==> src/rtl/mb_rtu_resp_tx.sv <==
// Modbus RTU slave response transmitter: builds read (0x03) / write-multiple echo (0x10) frames with CRC-16/MODBUS.
// Optional macro MB_RESP_EXCEPTION_EN: invalid requests produce an exception frame instead of being dropped.
module mb_rtu_resp_tx #(
  parameter logic [7:0]  SLAVE_ADDR = 8'h01,
  parameter logic [15:0] MAX_REGS   = 16'd125,
  parameter int unsigned GAP_CYCLES = 100000
) (
  input  logic        clk,
  input  logic        rst_n,
  input  logic        req_valid,
  input  logic [7:0]  req_func,
  input  logic [15:0] req_reg,
  input  logic [15:0] req_num,
  output logic        req_ready,
  output logic        reg_rd,
  output logic [15:0] reg_addr,
  input  logic [15:0] reg_data,
  output logic        tx_start,
  output logic [7:0]  tx_data,
  input  logic        tx_done,
  output logic        busy,
  output logic        frame_done
);

  localparam int unsigned IDX_W = 9;
  localparam int unsigned GAP_W = (GAP_CYCLES > 1) ? $clog2(GAP_CYCLES) : 1;

`ifdef MB_RESP_EXCEPTION_EN
  localparam bit EXC_EN = 1'b1;
`else
  localparam bit EXC_EN = 1'b0;
`endif

  typedef enum logic [3:0] {
    IDLE, LOAD, FETCH, WAITD, SEND, WAIT_TX, CRC_LO, CRC_HI, GAP
  } state_t;

  typedef enum logic [1:0] {K_READ, K_ECHO, K_EXC} kind_t;

  state_t             state_q, state_nx;
  kind_t              kind_q, kind_nx, kind_c;
  logic [7:0]         func_q, func_nx;
  logic [15:0]        reg_q, reg_nx;
  logic [15:0]        num_q, num_nx;
  logic [7:0]         code_q, code_nx, code_c;
  logic [15:0]        crc_q, crc_nx;
  logic [IDX_W-1:0]   idx_q, idx_nx, idx_inc;
  logic [IDX_W-1:0]   plen_q, plen_nx, plen_c;
  logic [15:0]        rd_ptr_q, rd_ptr_nx;
  logic [7:0]         data_lo_q, data_lo_nx;
  logic [GAP_W-1:0]   gap_q, gap_nx;
  logic [7:0]         nxt_byte;
  logic               num_ok;
  logic               req_ready_nx, busy_nx, reg_rd_nx, tx_start_nx, frame_done_nx;
  logic [15:0]        reg_addr_nx;
  logic [7:0]         tx_data_nx;

  // One byte of CRC-16/MODBUS, LSB first, reflected poly 0xA001
  function automatic logic [15:0] crc_fold(input logic [15:0] crc, input logic [7:0] b);
    logic [15:0] c;
    c = crc ^ {8'h00, b};
    for (int i = 0; i < 8; i++) begin
      c = c[0] ? ((c >> 1) ^ 16'hA001) : (c >> 1);
    end
    return c;
  endfunction

  assign idx_inc = idx_q + IDX_W'(1);

  // Request classification, evaluated while in LOAD
  always_comb begin
    num_ok = (num_q != 16'd0) && (num_q <= MAX_REGS);
    kind_c = K_EXC;
    code_c = 8'h01;
    plen_c = IDX_W'(3);
    if (func_q == 8'h03 || func_q == 8'h10) begin
      code_c = 8'h03;
      if (num_ok) begin
        kind_c = (func_q == 8'h03) ? K_READ : K_ECHO;
        plen_c = (func_q == 8'h03) ? (IDX_W'(3) + {num_q[7:0], 1'b0}) : IDX_W'(6);
      end
    end
  end

  // Header / echo / exception byte at position idx_inc (read data hi bytes come from WAITD)
  always_comb begin
    nxt_byte = SLAVE_ADDR;
    case (kind_q)
      K_READ: begin
        if (idx_inc == IDX_W'(1))      nxt_byte = 8'h03;
        else if (idx_inc == IDX_W'(2)) nxt_byte = {num_q[6:0], 1'b0};
        else                           nxt_byte = data_lo_q;
      end
      K_ECHO: begin
        case (idx_inc)
          IDX_W'(1): nxt_byte = 8'h10;
          IDX_W'(2): nxt_byte = reg_q[15:8];
          IDX_W'(3): nxt_byte = reg_q[7:0];
          IDX_W'(4): nxt_byte = num_q[15:8];
          default:   nxt_byte = num_q[7:0];
        endcase
      end
      default: begin
        nxt_byte = (idx_inc == IDX_W'(1)) ? (func_q | 8'h80) : code_q;
      end
    endcase
  end

  always_comb begin
    state_nx      = state_q;
    kind_nx       = kind_q;
    func_nx       = func_q;
    reg_nx        = reg_q;
    num_nx        = num_q;
    code_nx       = code_q;
    crc_nx        = crc_q;
    idx_nx        = idx_q;
    plen_nx       = plen_q;
    rd_ptr_nx     = rd_ptr_q;
    data_lo_nx    = data_lo_q;
    gap_nx        = gap_q;
    reg_rd_nx     = 1'b0;
    reg_addr_nx   = reg_addr;
    tx_start_nx   = 1'b0;
    tx_data_nx    = tx_data;
    frame_done_nx = 1'b0;

    case (state_q)
      IDLE: begin
        if (req_valid) begin
          func_nx   = req_func;
          reg_nx    = req_reg;
          num_nx    = req_num;
          rd_ptr_nx = req_reg;
          crc_nx    = 16'hFFFF;
          state_nx  = LOAD;
        end
      end
      LOAD: begin
        kind_nx = kind_c;
        code_nx = code_c;
        plen_nx = plen_c;
        idx_nx  = '0;
        if (kind_c == K_EXC && !EXC_EN) begin
          state_nx = IDLE;
        end else begin
          state_nx    = SEND;
          tx_start_nx = 1'b1;
          tx_data_nx  = SLAVE_ADDR;
        end
      end
      FETCH: begin
        rd_ptr_nx = rd_ptr_q + 16'd1;
        state_nx  = WAITD;
      end
      WAITD: begin
        data_lo_nx  = reg_data[7:0];
        tx_data_nx  = reg_data[15:8];
        tx_start_nx = 1'b1;
        state_nx    = SEND;
      end
      SEND: begin
        crc_nx   = crc_fold(crc_q, tx_data);
        state_nx = WAIT_TX;
      end
      WAIT_TX: begin
        if (tx_done) begin
          idx_nx = idx_inc;
          if (idx_inc < plen_q) begin
            if (kind_q == K_READ && idx_inc >= IDX_W'(3) && idx_inc[0]) begin
              state_nx    = FETCH;
              reg_rd_nx   = 1'b1;
              reg_addr_nx = rd_ptr_q;
            end else begin
              state_nx    = SEND;
              tx_start_nx = 1'b1;
              tx_data_nx  = nxt_byte;
            end
          end else if (idx_inc == plen_q) begin
            state_nx    = CRC_LO;
            tx_start_nx = 1'b1;
            tx_data_nx  = crc_q[7:0];
          end else if (idx_inc == plen_q + IDX_W'(1)) begin
            state_nx    = CRC_HI;
            tx_start_nx = 1'b1;
            tx_data_nx  = crc_q[15:8];
          end else begin
            state_nx      = GAP;
            frame_done_nx = 1'b1;
            gap_nx        = '0;
          end
        end
      end
      CRC_LO, CRC_HI: begin
        state_nx = WAIT_TX;
      end
      GAP: begin
        if (gap_q == GAP_W'(GAP_CYCLES - 1)) state_nx = IDLE;
        else                                 gap_nx   = gap_q + GAP_W'(1);
      end
      default: state_nx = IDLE;
    endcase

    req_ready_nx = (state_nx == IDLE);
    busy_nx      = (state_nx != IDLE);
  end

  always_ff @(posedge clk or negedge rst_n) begin
    if (!rst_n) begin
      state_q    <= IDLE;
      kind_q     <= K_READ;
      func_q     <= '0;
      reg_q      <= '0;
      num_q      <= '0;
      code_q     <= '0;
      crc_q      <= 16'hFFFF;
      idx_q      <= '0;
      plen_q     <= '0;
      rd_ptr_q   <= '0;
      data_lo_q  <= '0;
      gap_q      <= '0;
      req_ready  <= 1'b1;
      busy       <= 1'b0;
      reg_rd     <= 1'b0;
      reg_addr   <= '0;
      tx_start   <= 1'b0;
      tx_data    <= '0;
      frame_done <= 1'b0;
    end else begin
      state_q    <= state_nx;
      kind_q     <= kind_nx;
      func_q     <= func_nx;
      reg_q      <= reg_nx;
      num_q      <= num_nx;
      code_q     <= code_nx;
      crc_q      <= crc_nx;
      idx_q      <= idx_nx;
      plen_q     <= plen_nx;
      rd_ptr_q   <= rd_ptr_nx;
      data_lo_q  <= data_lo_nx;
      gap_q      <= gap_nx;
      req_ready  <= req_ready_nx;
      busy       <= busy_nx;
      reg_rd     <= reg_rd_nx;
      reg_addr   <= reg_addr_nx;
      tx_start   <= tx_start_nx;
      tx_data    <= tx_data_nx;
      frame_done <= frame_done_nx;
    end
  end

endmodule

==> config.mk <==
export PLATFORM = sky130hd
export DESIGN_NAME = mb_rtu_resp_tx
export DESIGN_NICKNAME = d
export VERILOG_FILES = /design/src/rtl/mb_rtu_resp_tx.sv
export SDC_FILE = /design/constraint.sdc
export NUM_CORES = 1
export LEC_CHECK = 0
export CELL_PAD_IN_SITES_DETAIL_PLACEMENT = 1
export CELL_PAD_IN_SITES_GLOBAL_PLACEMENT = 2
export CORE_ASPECT_RATIO = 2
export CORE_MARGIN = 4
export CORE_UTILIZATION = 37
export CTS_BUF_LIST = sky130_fd_sc_hd__clkbuf_2 sky130_fd_sc_hd__clkbuf_4 sky130_fd_sc_hd__clkbuf_8
export CTS_CLUSTER_DIAMETER = 50
export CTS_CLUSTER_SIZE = 40
export DETAILED_ROUTE_END_ITERATION = 12
export DONT_BUFFER_PORTS = 1
export GPL_ROUTABILITY_DRIVEN = 0
export PLACE_DENSITY = 0.8
export SLEW_MARGIN = 5
export SYNTH_ARGS = -nofsm -noshare
export SYNTH_HDL_FRONTEND = slang
export SYNTH_SLANG_ARGS = --single-unit
==> constraint.sdc <==
create_clock -name clk -period 3.45 [get_ports clk]
set_input_delay 0.69 -clock clk [delete_from_list [all_inputs] [get_ports clk]]
set_output_delay 0.69 -clock clk [all_outputs]
set_load 0.02 [all_outputs]
---- After elaboration in Yosys (flattened, before gate mapping) ----
Cells that the tools add are included.
storage, ports and cells
  bits in registers ....................... 158
  latch bits .............................. 0
  RAM bits ................................ 0
  bits in read-only memories .............. 0
  input bits .............................. 60
  output and inout bits ................... 29
  word-level logic and storage cells ...... 150
  memories ................................ 0
cells by class
  add/sub/neg operators ................... 5
  multipliers ............................. 0
  divide/modulo/power cells ............... 0
  $lt $le $gt $ge ......................... 3
  equality and inequality tests ........... 28
  shift-type cells ........................ 0
  muxes and demuxes ....................... 64
  bitwise logic cells ..................... 9
  reductions and logical operators ........ 22
operator list
  operator                                              number
  2-to-1 mux 16 bit                                     10
  2-to-1 mux 17 bit                                     5
  2-to-1 mux 8 bit                                      9
  one-hot mux 16 bit (2 select lines)                   2
  2-to-1 mux 9 bit                                      4
  one-hot mux 17 bit (2 select lines)                   1
  one-hot mux 8 bit (4 select lines)                    1
  one-hot mux 4 bit (7 select lines)                    1
  2-to-1 mux 4 bit                                      6
  inverter 2 -> 3 bit                                   8
  one-hot mux 8 bit (3 select lines)                    1
  adder 9 x 1 -> 9 bit, second input constant           2
  equality test 9 x 2 -> 1 bit, second input constant   2
  equality test 9 bit                                   2
  one-hot mux 9 bit (2 select lines)                    1
  adder 17 x 1 -> 17 bit, second input constant         1
  equality test 17 bit, second input constant           1
  adder 16 x 1 -> 16 bit, second input constant         1
  equality test 4 x 3 -> 1 bit, second input constant   4
  <= comparator 16 x 7 -> 1 bit, second input constant  1
  2-to-1 mux 1 bit                                      16
  one-hot mux 8 bit (2 select lines)                    1
  nonzero test 16 bit                                   1
  XOR 16 x 8 -> 16 bit                                  1
  30 further kinds                                      49

---- Longest topological paths before layout ----
Gate-level depths: netlist of the first run.
  depth after elaboration ................. 18
  depth in mapped cells ................... 15
  depth with buffers taken out ............ 14

---- Worst setup path before layout of the first run ----
Ideal clock, no wire load.
  path kind ............................... reg-to-reg
  from .................................... register idx_q[1]
  to ...................................... register busy
  setup time .............................. 131 ps
  data arrival time ....................... 3217 ps
  data required time ...................... 3319 ps
  slack ................................... 101 ps
  stages on the path, launching flop included .. 14
  path buffers ............................ 0
  period minus slack after synthesis ...... 3349 ps
  cells stage by stage .................... dfrtp_1 -> ha_1 -> nand4_1 -> or3_1 -> nand2_1 -> ha_1 -> a211oi_1 -> o211ai_1 -> o22ai_1 -> o311ai_0 -> a21oi_1 -> a21oi_4 -> or2_1 -> or3_1
between the ends
  cells in the longest elaborated chain, start to end .. 9
RTL lines
  what                                    line  source
  start, declared                         47    logic [IDX_W-1:0] idx_q, idx_nx, idx_inc;
  start signal, assigned                  237   idx_q <= idx_nx;
  adder 9 x 1 -> 9 bit (*)                68    assign idx_inc = idx_q + IDX_W'(1);
  >= comparator 9 x 2 -> 1 bit            170   if (kind_q == K_READ && idx_inc >= IDX_W'(3) && idx_inc[0]) begin
  logical AND 1 bit (2 in series)         170
  2-to-1 mux 3 bit                        170
  2-to-1 mux 4 bit (*)                    169   if (idx_inc < plen_q) begin
  2-to-1 mux 4 bit (*)                    167   if (tx_done) begin
  one-hot mux 4 bit (7 select lines) (*)  128   case (state_q)
  named net state_nx[2]                   40    state_t state_q, state_nx;
  nonzero test 4 bit (*)                  205   busy_nx = (state_nx != IDLE);
  named net busy_nx                       54    logic req_ready_nx, busy_nx, reg_rd_nx, tx_start_nx, frame_done_nx;
  end signal, assigned                    243   busy <= busy_nx;
  end, declared                           21    output logic busy,
Mark *: on every way through the listed nets, which the timed path passes. The rest lies on a longest branch.
A chain may end at the register's enable or synchronous reset.

---- Worst setup path after layout of the first run ----
  from .................................... register idx_q[0]
  to ...................................... register busy
Same word-level chain as after synthesis.

==> results of run 1 <==
## per-layer routing
layer / vias to the layer above / routed length (um) / global-route usage (%)
met3: 61 / 991 / 4.26
li1: 3212 / - / -
met4: 0 / 1540 / 12.7
met1: 3396 / 8990 / 20.9
met2: 128 / 15000 / 40.5
met5: - / 0 / 0
## synthesized netlist by cell type (5+ instances only)
library cell / count / area share, %
inv_1: 32 / 1.4
a22oi_1: 11 / 0.98
o211ai_1: 6 / 0.54
mux2i_1: 11 / 1.3
o22ai_1: 11 / 0.82
dfrtp_1: 135 / 40
xor2_1: 17 / 1.8
buf_2: 8 / 0.48
nor2b_1: 6 / 0.45
nor2_1: 64 / 2.9
nand4_1: 14 / 1.0
nand3_1: 31 / 1.8
xnor2_1: 42 / 4.4
a21oi_1: 45 / 2.7
mux2_2: 24 / 3.2
dfstp_2: 17 / 5.3
a21o_1: 5 / 0.45
nor3_1: 22 / 1.3
a31oi_1: 6 / 0.45
or3_1: 10 / 0.75
or2_2: 8 / 0.60
ha_1: 20 / 3.0
and3_1: 12 / 0.89
clkbuf_1: 33 / 1.5
o21ai_0: 48 / 2.9
a211o_1: 8 / 0.84
nand2_1: 176 / 7.9
## worst max-delay path: stages (launching register included)
cell and delay (ns):
dfrtp_1 0.36, buf_4 0.19, and4_1 0.27, nand2_1 0.13, xnor2_1 0.20, ha_1 0.32
nand4_1 0.17, a21oi_2 0.20, o22ai_4 0.13, buf_6 0.16, or2_2 0.33, nor2_4 0.13
a21oi_4 0.07, or2_1 0.24, or3_1 0.36
## cells by family (layout without fill, tap and decap cells)
kind of cell | Yosys count | after routing | share of synthesized area, %
DFF | 152 | 152 | 45.6
and+or+nand+nor | 381 | 381 | 21.4
xor gates and xnor gates | 60 | 60 | 6.35
muxes | 35 | 35 | 4.53
adders and majority gates | 20 | 20 | 2.98
AOI/OAI and AO/OA | 188 | 188 | 14.9
buffers and inverters | 82 | 106 | 4.19
## worst min-delay path by stage
stage          startpoint         to  slack, ns  depth (start not counted)
2_1_floorplan       rst_n       busy       0.39                          0
4_1_cts             rst_n  code_q[0]      -0.15                          0
5_1_grt             rst_n  plen_q[6]      -0.14                          0
6_report            rst_n  plen_q[6]      -0.12                          0
3_5_place_dp        rst_n  plen_q[4]       0.40                          0
3_3_place_gp        rst_n  plen_q[6]       0.40                          0
## power by group through the flow
| stage | registers, mW | logic (mW) | clock network, mW |
|---|---|---|---|
| after floorplan | 2.03 | 0.345 | 0 |
| after global placement | 2.11 | 0.425 | 0 |
| after detailed placement | 2.12 | 0.436 | 0 |
| after CTS | 2.08 | 0.438 | 1.74 |
| after global routing | 2.10 | 0.496 | 1.81 |
| final | 2.08 | 0.433 | 1.70 |
## through the flow
step                      hold slack (ns)  setup slack [ns]  total power [mW]  setup TNS [ns]
after CTS                          -0.147            0.0154              4.26               0
after global placement              0.404           -0.0240              2.54          -0.276
after detailed placement            0.404            -0.166              2.55           -2.32
after floorplan                     0.394             0.101              2.38               0
after global routing               -0.141           -0.0781              4.40          -0.410
final                              -0.115            0.0635              4.21               0
## cell usage in the layout, fill, tap and decap left out, types with 14 or more instances in the layout
master | Yosys | layout
nor3_1 | 22 | 19
xor2_1 | 17 | 17
nand2_1 | 176 | 176
ha_1 | 20 | 18
dfrtp_1 | 135 | 135
xnor2_1 | 42 | 42
nand3_1 | 31 | 30
a21oi_1 | 45 | 43
nand4_1 | 14 | 14
nor2_1 | 64 | 61
mux2_2 | 24 | 24
dfstp_2 | 17 | 17
inv_1 | 32 | 32
buf_4 | 3 | 37
clkbuf_8 | 0 | 17
o21ai_0 | 48 | 48
## area by class of cell
class,count,area (um^2)
Timing Repair Buffer,43,354
Tap cell,276,345
Sequential cell,152,3820
Multi-Input combinational cell,684,4320
Clock inverter,13,239
Fill cell,2573,12800
Inverter,32,120
Clock buffer,18,241
## flip-flops by register name, summed over array words and instances, names as in the netlist, 2 cells and up
name,cells
crc_q,16
reg_addr,16
code_q,2
gap_q,17
reg_q,16
state_q,4
kind_q,2
rd_ptr_q,16
num_q,16
tx_data,8
plen_q,9
idx_q,9
func_q,8
data_lo_q,8
## repair_timing
item	CTS	global route
endpoints found under the hold margin	135	135
gates resized for setup	5	17
endpoints found under the setup margin	22	10
buffers inserted	0	4
pin swaps	2	9
==> impl.org, run 1 <==
** Status
- Status :: complete, but fails checks
- Violations in the final reports :: hold timing

** Global routing
- Global-route wire length before repair :: 41600 um
- Entering global routing, the biggest net connects 153 pins.
- The initial antenna violation count is 0.
- For this run, the total global-route usage over all layers was measured as 21.5%.
- The via count of the first global-routing pass was 7487.
- After global routing the overflow that remains totals 0.

** Logic synthesis
- During synthesis, Yosys emitted a total of 0 warnings.
- Gate count of the mapped netlist :: 918
- Proportion of synthesized flip-flops having asynchronous set or reset :: 100%
- Top flip-flop cell by instance count after synthesis :: dfrtp_1
- The mapped netlist covers 8390 um^2.
- Number of synthesized flops with an enable pin :: 0
- Average cell area after synthesis :: 9.14 um^2
- The number of nets handed over by synthesis was 998.
- Register bit total from synthesis :: 152
- The synthesized netlist contains 77 unique library cells.
- Summing the sequential cell areas from Yosys gives 45.6% of the chip area.

** Drt
- Across all layers, the routed design uses 6797 vias.
- Antenna-violating nets left :: 0
- Using the TritonRoute via totals, the vias-per-cell ratio works out to 5.58.
- Drt drc :: 0
- Count of TritonRoute iterations in the first routing pass :: 4
- Routed WL :: 26500 um
- For this block, the initial DRC count from the detailed router was 265.
- Dividing the detail-routed wire length by the instance count gives 21.8 um.

** Pwr
- Of the total power, the clock network draws 40.3%.
- Net switching is 27.9% of the power.
- Largest voltage drop on the vdd net :: 0.318 mV
- The analysis attributes to net switching a power of 1.17 mW.
- The internal power of the cells totals 3.04 mW.
- Areal power density over the cells :: 446 nW/um^2
- Flop pwr share :: 49.4%
- In this run the static leakage power is 4.16 nW.
- The share of total power dissipated in combinational logic is 10.3%.

** Run
- Max-cap violations in this run came to 0.

** Floorplan
- Horizontal die dimension :: 114 um
- I/O Pins :: 89
- For this configuration, the core starts out at a cell density of 37.7%.
- In this run the core area contains 77 standard-cell rows.
- The die covers 25300 um^2.
- The die is 221 um tall.
- The region available for standard cell placement spans 22300 um^2.

** Critical path
- Following the worst setup path forward leads to its endpoint at busy.
- At the worst endpoint, the required time is 3.82 ns.
- At the worst endpoint, the arrival time is 3.75 ns.
- Reg-to-reg slack, setup :: 0.06 ns
- The worst setup path is of the register to register kind.
- Endpoint class of the critical path :: register
- Crit start category :: register
- In this run the critical register-to-register path is launched from idx_q[0].
- Launching element of the worst setup path :: idx_q[0]
- Highest fanout seen on the critical path :: 12
- The endpoint identified for the worst register-to-register timing path is busy.
- Reg2Reg Depth :: 14

** CTS
- Clock sink count :: 152
- In this run, CTS created clock tree buffers numbering 17.
- After clock tree synthesis, the clock-pin slew on the worst setup and hold paths is 0.08 ns.
- Maximum clock insertion buffer count :: 2
- Clock Latency Late Sink :: 0.50 ns
- CTS Root Buffer Type :: clkbuf_8
- In this run the number of H-tree levels came out at 4.
- CTS tree :: yes

** Final layout
- For this run, the post-layout net count is 1010.
- 0 antenna diodes ended up in the layout.
- Measured on the finished design, the core utilization comes to 42.4%.
- Compared with the post-synthesis result, the final layout area differs by 12.6%.
- Cells with a size suffix above 1 make up 16.8% of the layout.
- Excluding fillers, the count of instances in the completed layout stands at 1218.
- After routing the design area is 9440 um^2.

** STA
- Transition time at the pin with the least slew margin :: 0.760 ns
- Across all hold checks on the routed design, the worst slack comes to -0.115 ns.
- Worst Skew :: 0.0202 ns
- Setup violations remaining at the end of the flow were counted as 0.
- The final critical path takes up 98.2% of the cycle.
- For this run, the top clock speed supported by timing is 0.295 GHz.
- Remaining max-slew budget at the tightest pin :: 49.1%
- After layout, the minimum clock period comes to 3.39 ns.
- The hold violation count in the final report is 135.
- Final slew viol count :: 0

** Place
- In this run, placement finished with an instance count of 1183.
- Count of input and output buffers :: 0
- Placed standard-cell area :: 8830 um^2
- Half-perimeter wire length after placement :: 20100 um

** Hold path
- The worst hold path belongs to the class input port to asynchronous set/reset pin.
No activity file was read; power rests on OpenSTA's default activity.
==> inputs of run 2 (changes only) <==
- CTS_CLUSTER_DIAMETER: 50 -> default
==> results of run 2 <==
The final DEF is identical to that of run 1; final timing and power are the same.
==> inputs of run 3 (changes only) <==
- SETUP_SLACK_MARGIN: default -> 0.5
==> run 3 against run 2 <==
Against the previous run:
- the run still ends with hold timing left
- clock power down 6%
- core utilization up 1.6 points
- setup slack better by 0.24 ns
- first-iteration DRC count down 2.3%
- critical path depth down 1
- die area unchanged
- final cell count up 1.1%
- largest cell class unchanged
- critical path type unchanged
- sequential power about the same
- hold slack better by 0.0095 ns
- largest power group unchanged
==> impl.org, run 3 (synthesis gave the netlist of run 1 again) <==
** Floorplan
- I/O Pins :: 89 (unchanged)
- The placeable core area came to 22300 um^2 (unchanged).
- The cell row count is 77 (unchanged).
- The die area came to 25300 um^2 (unchanged).
- The die width is 114 um (unchanged).
- The effective utilization at floorplan came to 37.7% (unchanged).
- Die height :: 221 um (unchanged)

** CTS
- Clock sink count :: 152 (unchanged)
- CTS Root Buffer Type :: clkbuf_8 (unchanged)
- Maximum clock insertion buffer count :: 2 (unchanged)
- Clock buffer count from CTS :: 17 (unchanged)
- Clock Latency Late Sink :: 0.49 ns (was 0.50 ns)
- The clock input transition at the sequential cells of the worst setup and hold paths came to 0.08 ns (about the same).
- The TritonCTS clock tree is yes (unchanged).
- The count of H-tree levels built during CTS was 4 (unchanged).

** Critical path
- Worst endpoint required time :: 3.82 ns (about the same)
- The cell type of the slowest stage on the worst timing path is or3_4 (was dfrtp_1).
- The highest net fanout along the worst path was 4 (was 12).
- Most used cell along the critical path :: ha_4
- The slack of the worst reg-to-reg path is 0.31 ns (was 0.06 ns).
- Endpoint class of the critical path :: register (unchanged)
- Worst endpoint data arrival time :: 3.51 ns (was 3.75 ns)
- The launch point of the critical path is idx_q[1] (was idx_q[0]).
- The beginning of the worst register-to-register path is idx_q[1] (was idx_q[0]).
- The start-to-end type of the worst setup path was register to register (unchanged).
- Critical path destination :: busy (unchanged)
- The cell depth of the worst flop-to-flop path came to 13 (was 14).
- The stage delay of the slowest cell on the critical path came to 0.42 ns (was 0.36 ns).
- The capture point of the worst reg-to-reg path was busy (unchanged).
- Cell breakdown of the critical path :: ha_4 -> nand4_1 -> or3_4 -> nand2_4 -> ha_4 -> a211oi_2 -> o211ai_1 -> o22ai_4 -> o311ai_4 -> a21oi_2 -> a21oi_4 -> or2_1 -> or3_1 (was buf_4 -> and4_1 -> nand2_1 -> xnor2_1 -> ha_1 -> nand4_1 -> a21oi_2 -> o22ai_4 -> buf_6 -> or2_2 -> nor2_4 -> a21oi_4 -> or2_1 -> or3_1)
- Crit start category :: register (unchanged)

** STA
- The transition time of the tightest slew-check pin came to 0.793 ns (was 0.760 ns).
- Number of hold violations in the final report :: 135 (unchanged)
- Post-route worst hold slack :: -0.106 ns (was -0.115 ns)
- Final period util :: 91.1% (was 98.2%)
- The count of pins over their slew limit is 0 (unchanged).
- The final number of setup-violating endpoints was 0 (unchanged).
- Remaining max-slew budget at the tightest pin :: 47.0% (was 49.1%)
- The time the final worst path needs with I/O delays and setup came to 3.14 ns (was 3.39 ns).
- Highest clock frequency the design can meet :: 0.318 GHz (was 0.295 GHz)
- Unrepaired setup endpoints after global routing :: yes
- The summed negative setup slack over all endpoints was 0 ns (unchanged).
- Worst Skew :: 0.0171 ns (was 0.0202 ns)

** Final layout
- Number of standard cells in the final layout excluding fillers :: 1232 (was 1218)
- The number of flip-flops in the largest register was 17 (unchanged).
- Number of inserted filler cells in the final layout :: 2560 (was 2573)
- Register name with the most flops :: gap_q (unchanged)
- The final-stage net count was 1023 (was 1010).
- Most used cells in the layout excluding fill and tap cells :: 172 x nand2_1, 133 x dfrtp_1, 55 x nor2_1 (was 176 x nand2_1, 135 x dfrtp_1, 61 x nor2_1)
- The multi-input logic area came to 4560 um^2 (was 4320 um^2).
- # diodes :: 0 (unchanged)
- Share of final-layout standard cells stronger than drive strength 1 :: 22.4% (was 16.8%)
- The most common library cell in the layout ignoring fill and taps is nand2_1 (unchanged).
- Signed area change from the synthesized netlist to the final layout :: 16.9% (was 12.6%)
- Sequential cell area :: 3830 um^2 (was 3820 um^2)

** Global routing
- Grt ovf :: 0 (unchanged)
- Vias in the first global route :: 7604 (was 7487)
- The initial antenna violation count came to 0 (unchanged).
- The wire length of the first global-routing pass is 42800 um (was 41600 um).
- The pin count of the biggest net entering global routing was 153 (unchanged).
- The global router's overall resource usage was 22.2% (was 21.5%).

** Drt
- The total wire length was 27000 um (was 26500 um).
- The residual antenna-violating net count after detailed routing is 0 (unchanged).
- Drt drc :: 0 (unchanged)
- DRT iter0 DRCs :: 259 (was 265)
- Routed wirelength normalized by instance count :: 21.9 um (was 21.8 um)
- The total vias in the final route came to 6842 (was 6797).
- Vias per Instance :: 5.55 (was 5.58)
- Count of TritonRoute iterations in the first routing pass :: 5 (was 4)

** Pwr
- The internal power contribution was 2.95 mW (was 3.04 mW).
- Lkg Pwr :: 4.28 nW (was 4.16 nW)
- The proportion of power drawn by the clock network came to 38.9% (was 40.3%).
- The power density relative to cell area came to 421 nW/um^2 (was 446 nW/um^2).
- The relative contribution of sequential cells to total power is 50.4% (was 49.4%).
- The maximum ir drop on the vdd rail was 0.343 mV (was 0.318 mV).
- The combinational fraction of design power came to 10.8% (was 10.3%).
- The net switching share of the total power is 28.5% (was 27.9%).
- Sum of internal, switching and leakage power :: 4.13 mW (was 4.21 mW)
- Net load switching power :: 1.18 mW (was 1.17 mW)

** Place
- The detailed-placement wirelength estimate is 20200 um (was 20100 um).
- Count of input and output buffers :: 0 (unchanged)
- The placed instance count was 1182 (was 1183).

** Status
- Violations in the final reports :: hold timing (unchanged)
- Status: complete, but fails checks (unchanged).

** Run
- The number of max-capacitance violations reported is 0 (unchanged).

** Hold path
- Worst min-delay path category :: input port to asynchronous set/reset pin (unchanged)
==> run 3: cell count changes in the layout (fill, tap and decap cells not counted), moves of 4 or more <==
cell | before | now
a21oi_1 | 43 | 37
nor2_1 | 61 | 55
buf_4 | 37 | 43
a21oi_2 | 5 | 10
nand2_1 | 176 | 172
o21ai_0 | 48 | 39
o21ai_2 | 0 | 5
buf_6 | 5 | 10
nor2_2 | 2 | 6
==> run 3: through the flow <==
stage          setup WS (ns)  cell area [um^2]  utilization (%)
6_report               0.308              9800             44.0
5_1_grt                0.185              9800             44.0
4_1_cts                0.319              9700             43.6
3_5_place_dp          0.0180              8850             39.8
3_3_place_gp           0.102              8850             39.8
2_1_floorplan          0.333              8450                -
==> run 3: repair_timing <==
action / in CTS / in global routing
gates cloned: 1 / 0
buffers inserted: 10 / 7
gates resized for setup: 76 / 10
pin swaps: 44 / 14
hold endpoints to repair: 135 / 135
endpoints found under the setup margin: 48 / 48
==> run 3: area by class of cell <==
class / count / area share, %
clock buffer: 20 / 2.81
tap: 276 / 3.52
multi-input combinational: 684 / 46.5
inverter: 32 / 1.23
timing repair buffer: 56 / 4.95
sequential: 152 / 39.0
clock inverter: 12 / 1.90
==> run 3: metal layers <==
metal  track usage, %  up-vias  wire length [um]
met3             5.22       64              1030
met1             21.6     3396              9100
met5                0        -                 0
li1                 -     3245                 -
met4             12.6        0              1550
met2             41.3      137             15300
==> run 3: power groups by stage <==
stage | Sequential (mW) | Combinational (mW) | Clock, mW
floorplan | 2.03 | 0.345 | 0
global placement | 2.11 | 0.426 | 0
detailed placement | 2.11 | 0.440 | 0
CTS | 2.08 | 0.452 | 1.65
global route | 2.10 | 0.503 | 1.72
finish | 2.08 | 0.446 | 1.60
==> run 3: worst min-delay path by stage <==
stage / from / to / depth (start not counted)
2_1_floorplan: rst_n / busy / 0
3_3_place_gp: rst_n / plen_q[6] / 0
3_5_place_dp: rst_n / plen_q[6] / 0
4_1_cts: rst_n / plen_q[1] / 0
5_1_grt: rst_n / num_q[6] / 0
6_report: rst_n / idx_q[5] / 0
==> run 3: critical path: cells and delay by family, from the launching register on <==
family / cells / cell delay (ns)
simple gates: 5 / 1.26
compound gates: 6 / 1.04
flops: 1 / 0.40
fa+ha+maj: 2 / 0.34
